==> config.mk <==
export PLATFORM = sky130hd
export DESIGN_NAME = xdisp_ctrl
export DESIGN_NICKNAME = d
export VERILOG_FILES = /design/src/rtl/xdisp_ctrl.sv
export SDC_FILE = /design/constraint.sdc
export NUM_CORES = 1
export LEC_CHECK = 0
export CAP_MARGIN = 20
export CORE_MARGIN = 10
export CORE_UTILIZATION = 40
export DETAILED_ROUTE_END_ITERATION = 10
export HOLD_SLACK_MARGIN = 0.02
export SYNTH_ARGS = -nofsm -noshare
export SYNTH_HDL_FRONTEND = slang
export SYNTH_SLANG_ARGS = --single-unit
==> constraint.sdc <==
create_clock -name clk -period 2.75 [get_ports clk]
set_input_delay 0.55 -clock clk [delete_from_list [all_inputs] [get_ports clk]]
set_output_delay 0.55 -clock clk [all_outputs]
set_load 0.03 [all_outputs]
==> src/rtl/xdisp_ctrl.sv <==
// Memory-mapped 4-digit seven-segment display driver: register file, digit scan
// with frame-boundary commit of the displayed value, and registered segment/anode outputs.
module xdisp_ctrl #(
    parameter int unsigned REFRESH_DIV = 50000,
    parameter int unsigned DATA_W      = 16
) (
    input  logic              clk,
    input  logic              rst,
    input  logic              sel,
    input  logic              we,
    input  logic [1:0]        addr,
    input  logic [DATA_W-1:0] data_in,
    output logic [DATA_W-1:0] data_out,
    output logic [7:0]        Disp,
    output logic [3:0]        Disp_sel
);

    localparam int unsigned CNT_W = (REFRESH_DIV > 1) ? $clog2(REFRESH_DIV) : 1;
    localparam logic [CNT_W-1:0] CNT_MAX = CNT_W'(REFRESH_DIV - 1);

    logic [15:0]       r_pending;
    logic [15:0]       r_shadow;
    logic [3:0]        r_dp;
    logic [3:0]        r_blank;
    logic              r_en;
    logic [CNT_W-1:0]  r_cnt;
    logic [1:0]        r_idx;
    logic [DATA_W-1:0] r_data_out;
    logic [7:0]        r_disp;
    logic [3:0]        r_disp_sel;

    logic              w_wr;
    logic              w_rd;
    logic              w_tick;
    logic              w_en_rise;
    logic              w_frame_wrap;
    logic              w_show;
    logic [3:0]        w_nib;
    logic [6:0]        w_seg;
    logic [DATA_W-1:0] w_rdata;

    assign w_wr         = sel & we;
    assign w_rd         = sel & ~we;
    assign w_tick       = r_en & (r_cnt == CNT_MAX);
    assign w_en_rise    = w_wr & (addr == 2'd2) & data_in[0] & ~r_en;
    assign w_frame_wrap = w_tick & (r_idx == 2'd3);

    // Software-visible registers
    always_ff @(posedge clk or posedge rst) begin
        if (rst) begin
            r_pending <= 16'h0000;
            r_dp      <= 4'h0;
            r_blank   <= 4'h0;
            r_en      <= 1'b0;
        end else if (w_wr) begin
            case (addr)
                2'd0: r_pending <= data_in[15:0];
                2'd1: begin
                    r_dp    <= data_in[3:0];
                    r_blank <= data_in[7:4];
                end
                2'd2: r_en <= data_in[0];
                default: ;
            endcase
        end
    end

    // Digit scan; shadow takes the pre-edge pending value on enable or frame wrap
    always_ff @(posedge clk or posedge rst) begin
        if (rst) begin
            r_cnt    <= '0;
            r_idx    <= 2'd0;
            r_shadow <= 16'h0000;
        end else if (w_en_rise) begin
            r_cnt    <= '0;
            r_idx    <= 2'd0;
            r_shadow <= r_pending;
        end else begin
            if (!r_en || w_tick) begin
                r_cnt <= '0;
            end else begin
                r_cnt <= r_cnt + CNT_W'(1);
            end
            if (w_tick) begin
                r_idx <= r_idx + 2'd1;
            end
            if (w_frame_wrap) begin
                r_shadow <= r_pending;
            end
        end
    end

    always_comb begin
        w_rdata = '0;
        case (addr)
            2'd0: w_rdata = DATA_W'(r_pending);
            2'd1: w_rdata = DATA_W'({r_blank, r_dp});
            2'd2: w_rdata = DATA_W'(r_en);
            default: w_rdata = DATA_W'(r_shadow);
        endcase
    end

    always_ff @(posedge clk or posedge rst) begin
        if (rst) begin
            r_data_out <= '0;
        end else if (w_rd) begin
            r_data_out <= w_rdata;
        end
    end

    assign w_nib  = r_shadow[{r_idx, 2'b00} +: 4];
    assign w_show = r_en & ~r_blank[r_idx];

    // Active-low a..g hex glyphs, lowercase b and d
    always_comb begin
        w_seg = 7'b1111111;
        case (w_nib)
            4'h0: w_seg = 7'b0000001;
            4'h1: w_seg = 7'b1001111;
            4'h2: w_seg = 7'b0010010;
            4'h3: w_seg = 7'b0000110;
            4'h4: w_seg = 7'b1001100;
            4'h5: w_seg = 7'b0100100;
            4'h6: w_seg = 7'b0100000;
            4'h7: w_seg = 7'b0001111;
            4'h8: w_seg = 7'b0000000;
            4'h9: w_seg = 7'b0000100;
            4'hA: w_seg = 7'b0001000;
            4'hB: w_seg = 7'b1100000;
            4'hC: w_seg = 7'b0110001;
            4'hD: w_seg = 7'b1000010;
            4'hE: w_seg = 7'b0110000;
            default: w_seg = 7'b0111000;
        endcase
    end

    always_ff @(posedge clk or posedge rst) begin
        if (rst) begin
            r_disp     <= 8'hFF;
            r_disp_sel <= 4'hF;
        end else if (w_show) begin
            r_disp     <= {w_seg, ~r_dp[r_idx]};
            r_disp_sel <= ~(4'b0001 << r_idx);
        end else begin
            r_disp     <= 8'hFF;
            r_disp_sel <= 4'hF;
        end
    end

    assign data_out = r_data_out;
    assign Disp     = r_disp;
    assign Disp_sel = r_disp_sel;

endmodule

# [Word-level counts from Yosys, hierarchy flattened]
# Memory sizes are Yosys's and may differ from the RTL's.
# Cells that the tools add are included.
[op_classes] n_shift=2 reduce_logical=8 bitwise=13 eq_ne=4 n_mux=13 magnitude_cmp=1 addsub=2
[op_table] cell="two-way mux 16 bit" count=4
[op_table] cell="one-hot mux 16 bit (3 select lines)" count=1
[op_table] cell="adder 16 x 1 -> 16 bit (second input constant)" count=1
[op_table] cell="equality test 16 bit (second input constant)" count=1
[op_table] cell="indexed part select 16 x 5 -> 4 bit" count=1
[op_table] cell="bitwise AND 1 bit" count=8
[op_table] cell="two-way mux 8 bit" count=1
[op_table] cell="AND reduction 2 bit" count=3
[op_table] cell="binary-select mux 1 bit (select 2 bit)" count=2
[op_table] cell="equality test 2 bit (second input constant)" count=2
[op_table] cell="two-way mux 2 bit" count=2
[op_table] cell="two-way mux 4 bit" count=1
[op_table] cell="NOT 1 bit" count=4
[op_table] cell="NOT 4 bit" count=1
[op_table] cell="nonzero test 2 bit" count=2
[op_table] cell="left shift 1 x 2 -> 4 bit (first input constant)" count=1
[op_table] cell="< comparator 2 x 3 -> 1 bit (second input constant)" count=1
[op_table] cell="adder 2 x 1 -> 2 bit (second input constant)" count=1
[op_table] cell="equality test 2 x 1 -> 1 bit (second input constant)" count=1
[op_table] cell="zero test 2 bit" count=1
[op_table] cell="two-way mux 1 bit" count=2
[op_table] cell="zero test 1 bit" count=1
[op_table] cell="logical OR 1 bit" count=1
[word_totals] rom_bits=112 in_bits=22 ff_bits=87 wordCells=54 mem_count=1 out_inout_bits=28
[memory_table] name="(name not given)" depth=16 width=7 read_ports=1 rd_ports_with_merged_regs=0 wr=0 line="117" text="case (w_nib)"

# [Longest topological paths before layout]
# Gate-level depths: netlist of the first run.
[logic_depth] word_depth=5 depth_mapped=7 ltp_nobuf=6

# [Worst setup path before layout of the first run]
# Ideal clock, no wire load.
[synth_timing] path_kind="register to register" from="reg r_cnt[10]" to="reg r_shadow[0]" stages_incl_launch_ff=6 n_path_buf=1 required_time_ns=2.625 synth_period_minus_slack_ns=2.111 setup_slack_ns=0.639 setup_ns=0.125 arrival_time_ns=1.986 path_cell_list="dfrtp_1 -> or4b_4 -> nor4_4 -> a31oi_4 -> buf_6 -> mux2_4"
[synth_between] elab_chain_cells=4
[synth_lines] element="start: declaration" line="26" text="logic [CNT_W-1:0] r_cnt;"
[synth_lines] element="start signal: assignment" line="82" text="r_cnt <= r_cnt + CNT_W'(1);"
[synth_lines] element="equality test 16 bit" line="44" text="assign w_tick = r_en & (r_cnt == CNT_MAX);"
[synth_lines] element="bitwise AND 1 bit" line="44"
[synth_lines] element="bitwise AND 1 bit" line="46" text="assign w_frame_wrap = w_tick & (r_idx == 2'd3);"
[synth_lines] element="nonzero test 2 bit (no line)"
[synth_lines] element="end signal: assignment" line="77" text="r_shadow <= r_pending;"
[synth_lines] element="end signal: assignment" line="88" text="r_shadow <= r_pending;"
[synth_lines] element="end: declaration" line="22" text="logic [15:0] r_shadow;"
# No other way between the ends.
# A chain may end at the register's enable or synchronous reset.

# [Worst setup path in the final report of the first run]
[layout_timing] from="reg r_cnt[11]" to="reg r_cnt[6]"
[layout_between] elab_chain_cells=5
[layout_lines] element="equality test 16 bit" line="44"
[layout_lines] element="bitwise AND 1 bit" line="44"
[layout_lines] element="logical OR 1 bit" line="79" text="if (!r_en || w_tick) begin"
[layout_lines] element="two-way mux 16 bit" line="79"
[layout_lines] element="two-way mux 16 bit" line="74" text="end else if (w_en_rise) begin"
# No other way between the ends.

==> results of run 1 <==
-- path summary, 6_finish.rpt --
path | endpoint | startpoint | cells past startpoint
setup / recovery | r_cnt[6] | r_cnt[11] | 4
hold / removal | data_out[8] | data_out[8] | 2
setup reg to reg | r_cnt[6] | r_cnt[11] | 4
hold reg to reg | data_out[8] | data_out[8] | 2
max in group asynchronous | Disp[4] | rst | 3
min in group asynchronous | r_pending[5] | rst | 2
-- routing by layer --
metal / vias to the layer above / routed length [µm] / track usage / share of wire
met5: - / 0 / 0 / 0
met4: 0 / 153 / 0.0520 / 0.018
met3: 12 / 355 / 0.0214 / 0.041
met2: 52 / 4050 / 0.188 / 0.47
met1: 1322 / 4060 / 0.169 / 0.47
li1: 1280 / - / - / -
-- layout make-up --
type,instances,share of cell area
Clock buffer,9,0.0248
Multi-Input combinational cell,212,0.354
Timing Repair Buffer,62,0.125
Inverter,11,0.00901
Sequential cell,87,0.438
Tap cell,133,0.0333
Clock inverter,7,0.0155
-- cells by family after synthesis --
logic type / after synthesis
flops: 87
compound gates: 52
fa+ha+maj: 11
mux: 57
xor+xnor: 12
buf+inv: 27
simple gates: 80
-- state kept, by name (all words and copies together), names as in the netlist --
| signal | count |
|---|---|
| data_out | 16 |
| r_cnt | 16 |
| r_pending | 16 |
| r_shadow | 16 |
| Disp | 8 |
| Disp_sel | 4 |
| r_blank | 4 |
| r_dp | 4 |
| r_idx | 2 |
| r_en | 1 |
-- placed cells by master (no fill, tap or decap), drive strengths merged, types with 6 or more instances in the layout --
cell	n
nand2	25
o21ai	19
clkdlybuf4s50	49
mux2	49
inv	14
ha	11
nor2	19
a22oi	15
xnor2	9
clkbuf	9
dfstp	12
dfrtp	75
a21oi	6
mux4	7
nand3	9
buf	13
-- per-stage QoR --
stage	util	cell area (µm²)	hold slack [ps]	worst slack (ps)	power (µW)
2_1_floorplan	-	4080	455	639	2640
3_3_place_gp	0.486	4800	467	429	3060
3_5_place_dp	0.486	4800	470	414	3090
4_1_cts	0.507	5000	493	475	4010
5_1_grt	0.507	5000	534	331	4220
6_report	0.507	5000	485	518	3970
-- worst min-delay path: stages, from the launching register on --
cell	delay, ps
dfrtp_1	350
nand2_1	50
o21ai_0	60
-- report_power, final --
| group | internal, µW | switching [µW] |
|---|---|---|
| clock network | 433 | 491 |
| logic | 613 | 647 |
| registers | 1580 | 200 |
| total | 2630 | 1340 |
==> results_dict.tcl, run 1 <==
set metrics [dict create \
    synth-seq-cells 87 \
    grt_pass1_wl_mm 14.4 \
    grt_max_degree 32 \
    rsz0062_at_grt "false" \
    grt_pass1_vias 2745 \
    synth_most_common_cell "dfrtp_1" \
    drt_iter0_markers 155 \
    critical_path_class "reg2reg" \
    synth_compound_area_frac 0.0866 \
    io_pins 50 \
    cts_hold_buf 0 \
    syn_to_final_growth_pct 22.8 \
    layout-drive-gt1-share 0.263 \
    totalWireLength_mm 8.62 \
    synthMuxAreaShare 0.186 \
    ant_nets 0 \
    antenna_found_initial 0 \
    synth_xor_xnor_area_share 0.0258 \
    yosysUniqueCellTypes 43 \
    ys.flop_type "dfrtp_1" \
    start_util 0.413 \
    post_cts_resized 0 \
    yosys.area_share.simple 0.102 \
    cpLargestDelayFamily "simple AND/OR/NAND/NOR gates" \
    synth_commonest_cells "dfrtp_1 (75), mux2_2 (37), nand2_1 (25)" \
    cts_tree "yes" \
    final_cells 521 \
    coreArea_um2 9860 \
    io_buffer_count 49 \
    setup.worst_path.start_class "flop" \
    chipWidth_um 121 \
    endpoint_kind "flop" \
    syn_area_um2 4070 \
    worstSkewPairLatency_ps 350 \
    fin_crit_sh 0.811 \
    synth.top_cell.area_share 0.461 \
    critical_path_arrival_ps 2450 \
    synthAdderAreaFrac 0.0338 \
    clk_pin_slew_worst_paths_ps 90 \
    synthesis.nets 359 \
    route.detailed.drc 0 \
    worstPathCellList "or4b_4 > nor4_4 > nand2b_1 > nor2_1" \
    clock-sinks 87 \
    worst_pin_slew_ps 676 \
    drv_cap 0 \
    cts-root-buf "clkbuf_8" \
    postCtsSetupBuffers 0 \
    antenna_cells 0 \
    multi_input_area_um2 1770 \
    powerDensity_nw_per_um2 794 \
    critPathBufInv 0 \
    grt_remaining_overflow 0 \
    skew_ps 8.70 \
    syn_inst 326 \
    dp.cells 505 \
    synthTopCellsByArea "dfrtp_1 (46%), mux2_2 (10%), dfstp_2 (7.7%)" \
    ys_warn_count 0 \
    synth_largest_area_cell "dfrtp_1" \
    dieArea_um2 14600 \
    critical_path.max_stage_delay_ps 550 \
    place_congestion 0.800 \
    ir_drop_mv 0.347 \
    period_needed_ps 2230 \
    p_leak_uw 0.00210 \
    synth_edf_count 0 \
    final_max_slew_viol_count 0 \
    run_status "finished clean" \
    die_h_um 121 \
    hpwlAfterDp_mm 6.26 \
    setup_tns_ps 0 \
    rrSetupSlack_ps 520 \
    hp-class "reg2reg" \
    regArea_um2 2190 \
    cts.htree.levels 3 \
    groute.usage.overall 0.123 \
    fill_cells 862 \
    wire_per_inst_um 16.5 \
    hold_viol 0 \
    crit_slowest_cell "or4b_4" \
    postSynth.asyncResetShare 1.00 \
    nNetsFinal 416 \
    first_pass_iters 5 \
    yosysSeqAreaShare 0.538 \
    cts_buffer_depth 2 \
    fmax_mhz 448 \
    critPathMaxFanout 15 \
    viasPerCell 5.12 \
    synth_top_family_by_area "multiplexers" \
    max_slew_margin 0.548 \
    syn_avg_cell_area_um2 12.5 \
    crit_required_ps 2970 \
    cts_made_buffers 9 \
    routed-via-count 2666 \
    rows 36 \
    finalSetupViolCount 0 \
]
No activity file was read; power rests on OpenSTA's default activity.
==> run 2: changes to the inputs <==
- clock period: 2.75 -> 2.2 ns (I/O delays scaled with it)
==> results_dict.tcl, run 2 (synthesis gave the netlist of run 1 again) <==
set metrics [dict create \
    cts_buffer_depth 2 \
    fill_cells 861 \
    fin_worst_hold_slack_ps 488 \
    crit_slowest_cell "or4b_4" \
    grt_pass1_wl_mm 14.6 \
    dpl_cell_area_um2 4890 \
    hp-class "reg2reg" \
    io_buffer_count 49 \
    grt_pass1_vias 2812 \
    worstSkewPairLatency_ps 360 \
    dp.cells 515 \
    clock-sinks 87 \
    critical_path_class "reg2reg" \
    cts.htree.levels 3 \
    groute.usage.overall 0.123 \
    viasPerCell 5.06 \
    final_common_cell "dfrtp_1" \
    setup_tns_ps 0 \
    rows 36 \
    nNetsFinal 426 \
    worst_pin_slew_ps 458 \
    rrSetupSlack_ps 140 \
    place_congestion 0.823 \
    cts-root-buf "clkbuf_8" \
    grt_max_degree 88 \
    antenna_cells 0 \
    layout-drive-gt1-share 0.281 \
    cts_hold_buf 0 \
    power_frac_seq 0.446 \
    first_pass_iters 6 \
    run_status "finished clean" \
    final_max_slew_viol_count 0 \
    cts_made_buffers 9 \
    rsz0062_at_grt "false" \
    clk_pin_slew_worst_paths_ps 100 \
    max_slew_margin 0.694 \
    ant_nets 0 \
    route.detailed.drc 0 \
    p_leak_uw 0.00215 \
    skew_ps 13.2 \
    coreArea_um2 9860 \
    critical_path.max_stage_delay_ps 560 \
    antenna_found_initial 0 \
    cts_tree "yes" \
    clkPwrFrac 0.222 \
    netSwitchingFraction 0.348 \
    wire_per_inst_um 16.2 \
    routed-via-count 2689 \
    grt_remaining_overflow 0 \
    power_switching_uw 1730 \
    chipWidth_um 121 \
    die_h_um 121 \
    combPwrFrac 0.333 \
    worstPathCellList "or4b_4 > nor4_4 > a31oi_4 > buf_12 > mux2_1" \
    layout_common_cells "dfrtp_1 (75), clkdlybuf4s50_1 (49), mux2_2 (37)" \
    syn_to_final_growth_pct 24.8 \
    final_cells 531 \
    ir_drop_mv 0.490 \
    start_util 0.413 \
    hold_viol 0 \
    fin_crit_sh 0.935 \
    post_cts_resized 0 \
    crit_required_ps 2450 \
    critical_path_arrival_ps 2310 \
    period_needed_ps 2060 \
    powerDensity_nw_per_um2 975 \
    critPathMaxFanout 16 \
    endpoint_kind "flop" \
    postCtsSetupBuffers 0 \
    drt_iter0_markers 173 \
    finalSetupViolCount 0 \
    fmax_mhz 486 \
    dieArea_um2 14600 \
    p_int_uw 3230 \
    io_pins 50 \
    fin_area_um2 5080 \
    drv_cap 0 \
    hpwlAfterDp_mm 6.17 \
    setup.worst_path.start_class "flop" \
    totalWireLength_mm 8.62 \
]
==> run 2: cell count changes in the layout (fill, tap and decap cells not counted) <==
| cell | previous run | this run |
|---|---|---|
| clkinv_8 | 0 | 1 |
| inv_6 | 3 | 1 |
| bufinv_16 | 1 | 0 |
| clkinv_4 | 0 | 3 |
| buf_12 | 3 | 4 |
| clkinv_2 | 2 | 0 |
| inv_8 | 1 | 2 |
| buf_4 | 10 | 19 |
==> run 2: layout make-up <==
class                   instances  area (µm²)  share of cell area
repair buffers                 72         713               0.140
clock inverters                 7        73.8              0.0145
well taps                     133         166              0.0327
clock buffers                   9         124              0.0244
flip-flops and latches         87        2190               0.431
multi-input cells             212        1770               0.348
inverters                      11        45.0             0.00886
==> run 2: routing by layer <==
metal / GRT usage / part of all wire / vias up
met4: 0.0460 / 0.014 / 0
li1: - / - / 1304
met1: 0.167 / 0.48 / 1329
met5: 0 / 0 / -
met2: 0.191 / 0.46 / 47
met3: 0.0223 / 0.040 / 9
==> run 2: critical path: cells and delay by family (launching register included) <==
family / cells / cell delay (ps)
muxes: 1 / 310
and+or+nand+nor: 2 / 910
buffers and inverters: 1 / 180
AOI/OAI and AO/OA: 1 / 130
DFF: 1 / 410
==> run 2: path summary, 6_finish.rpt <==
path,start,endpoint,cells after the start
hold reg to reg,r_cnt[0],r_cnt[0],1
setup / recovery,r_cnt[10],r_shadow[10],5
min in group asynchronous,rst,data_out[7],3
hold / removal,r_cnt[0],r_cnt[0],1
setup reg to reg,r_cnt[10],r_shadow[10],5
max in group asynchronous,rst,Disp[5],3
==> run 2: stage by stage <==
step	util	total power, µW	setup slack (ps)
finish	0.515	4960	143
global route	0.515	5270	69.3
CTS	0.515	5010	134
detailed placement	0.495	3910	30.7
global placement	0.495	3880	57.8
floorplan	-	3300	88.8
==> run 2: power by group through the flow <==
stage,sequential [µW],clock (µW),combinational [µW]
floorplan,2420,0,874
detailed placement,2240,0,1660
CTS,2210,1130,1670
global placement,2240,0,1640
finish,2210,1100,1650
global route,2260,1210,1800
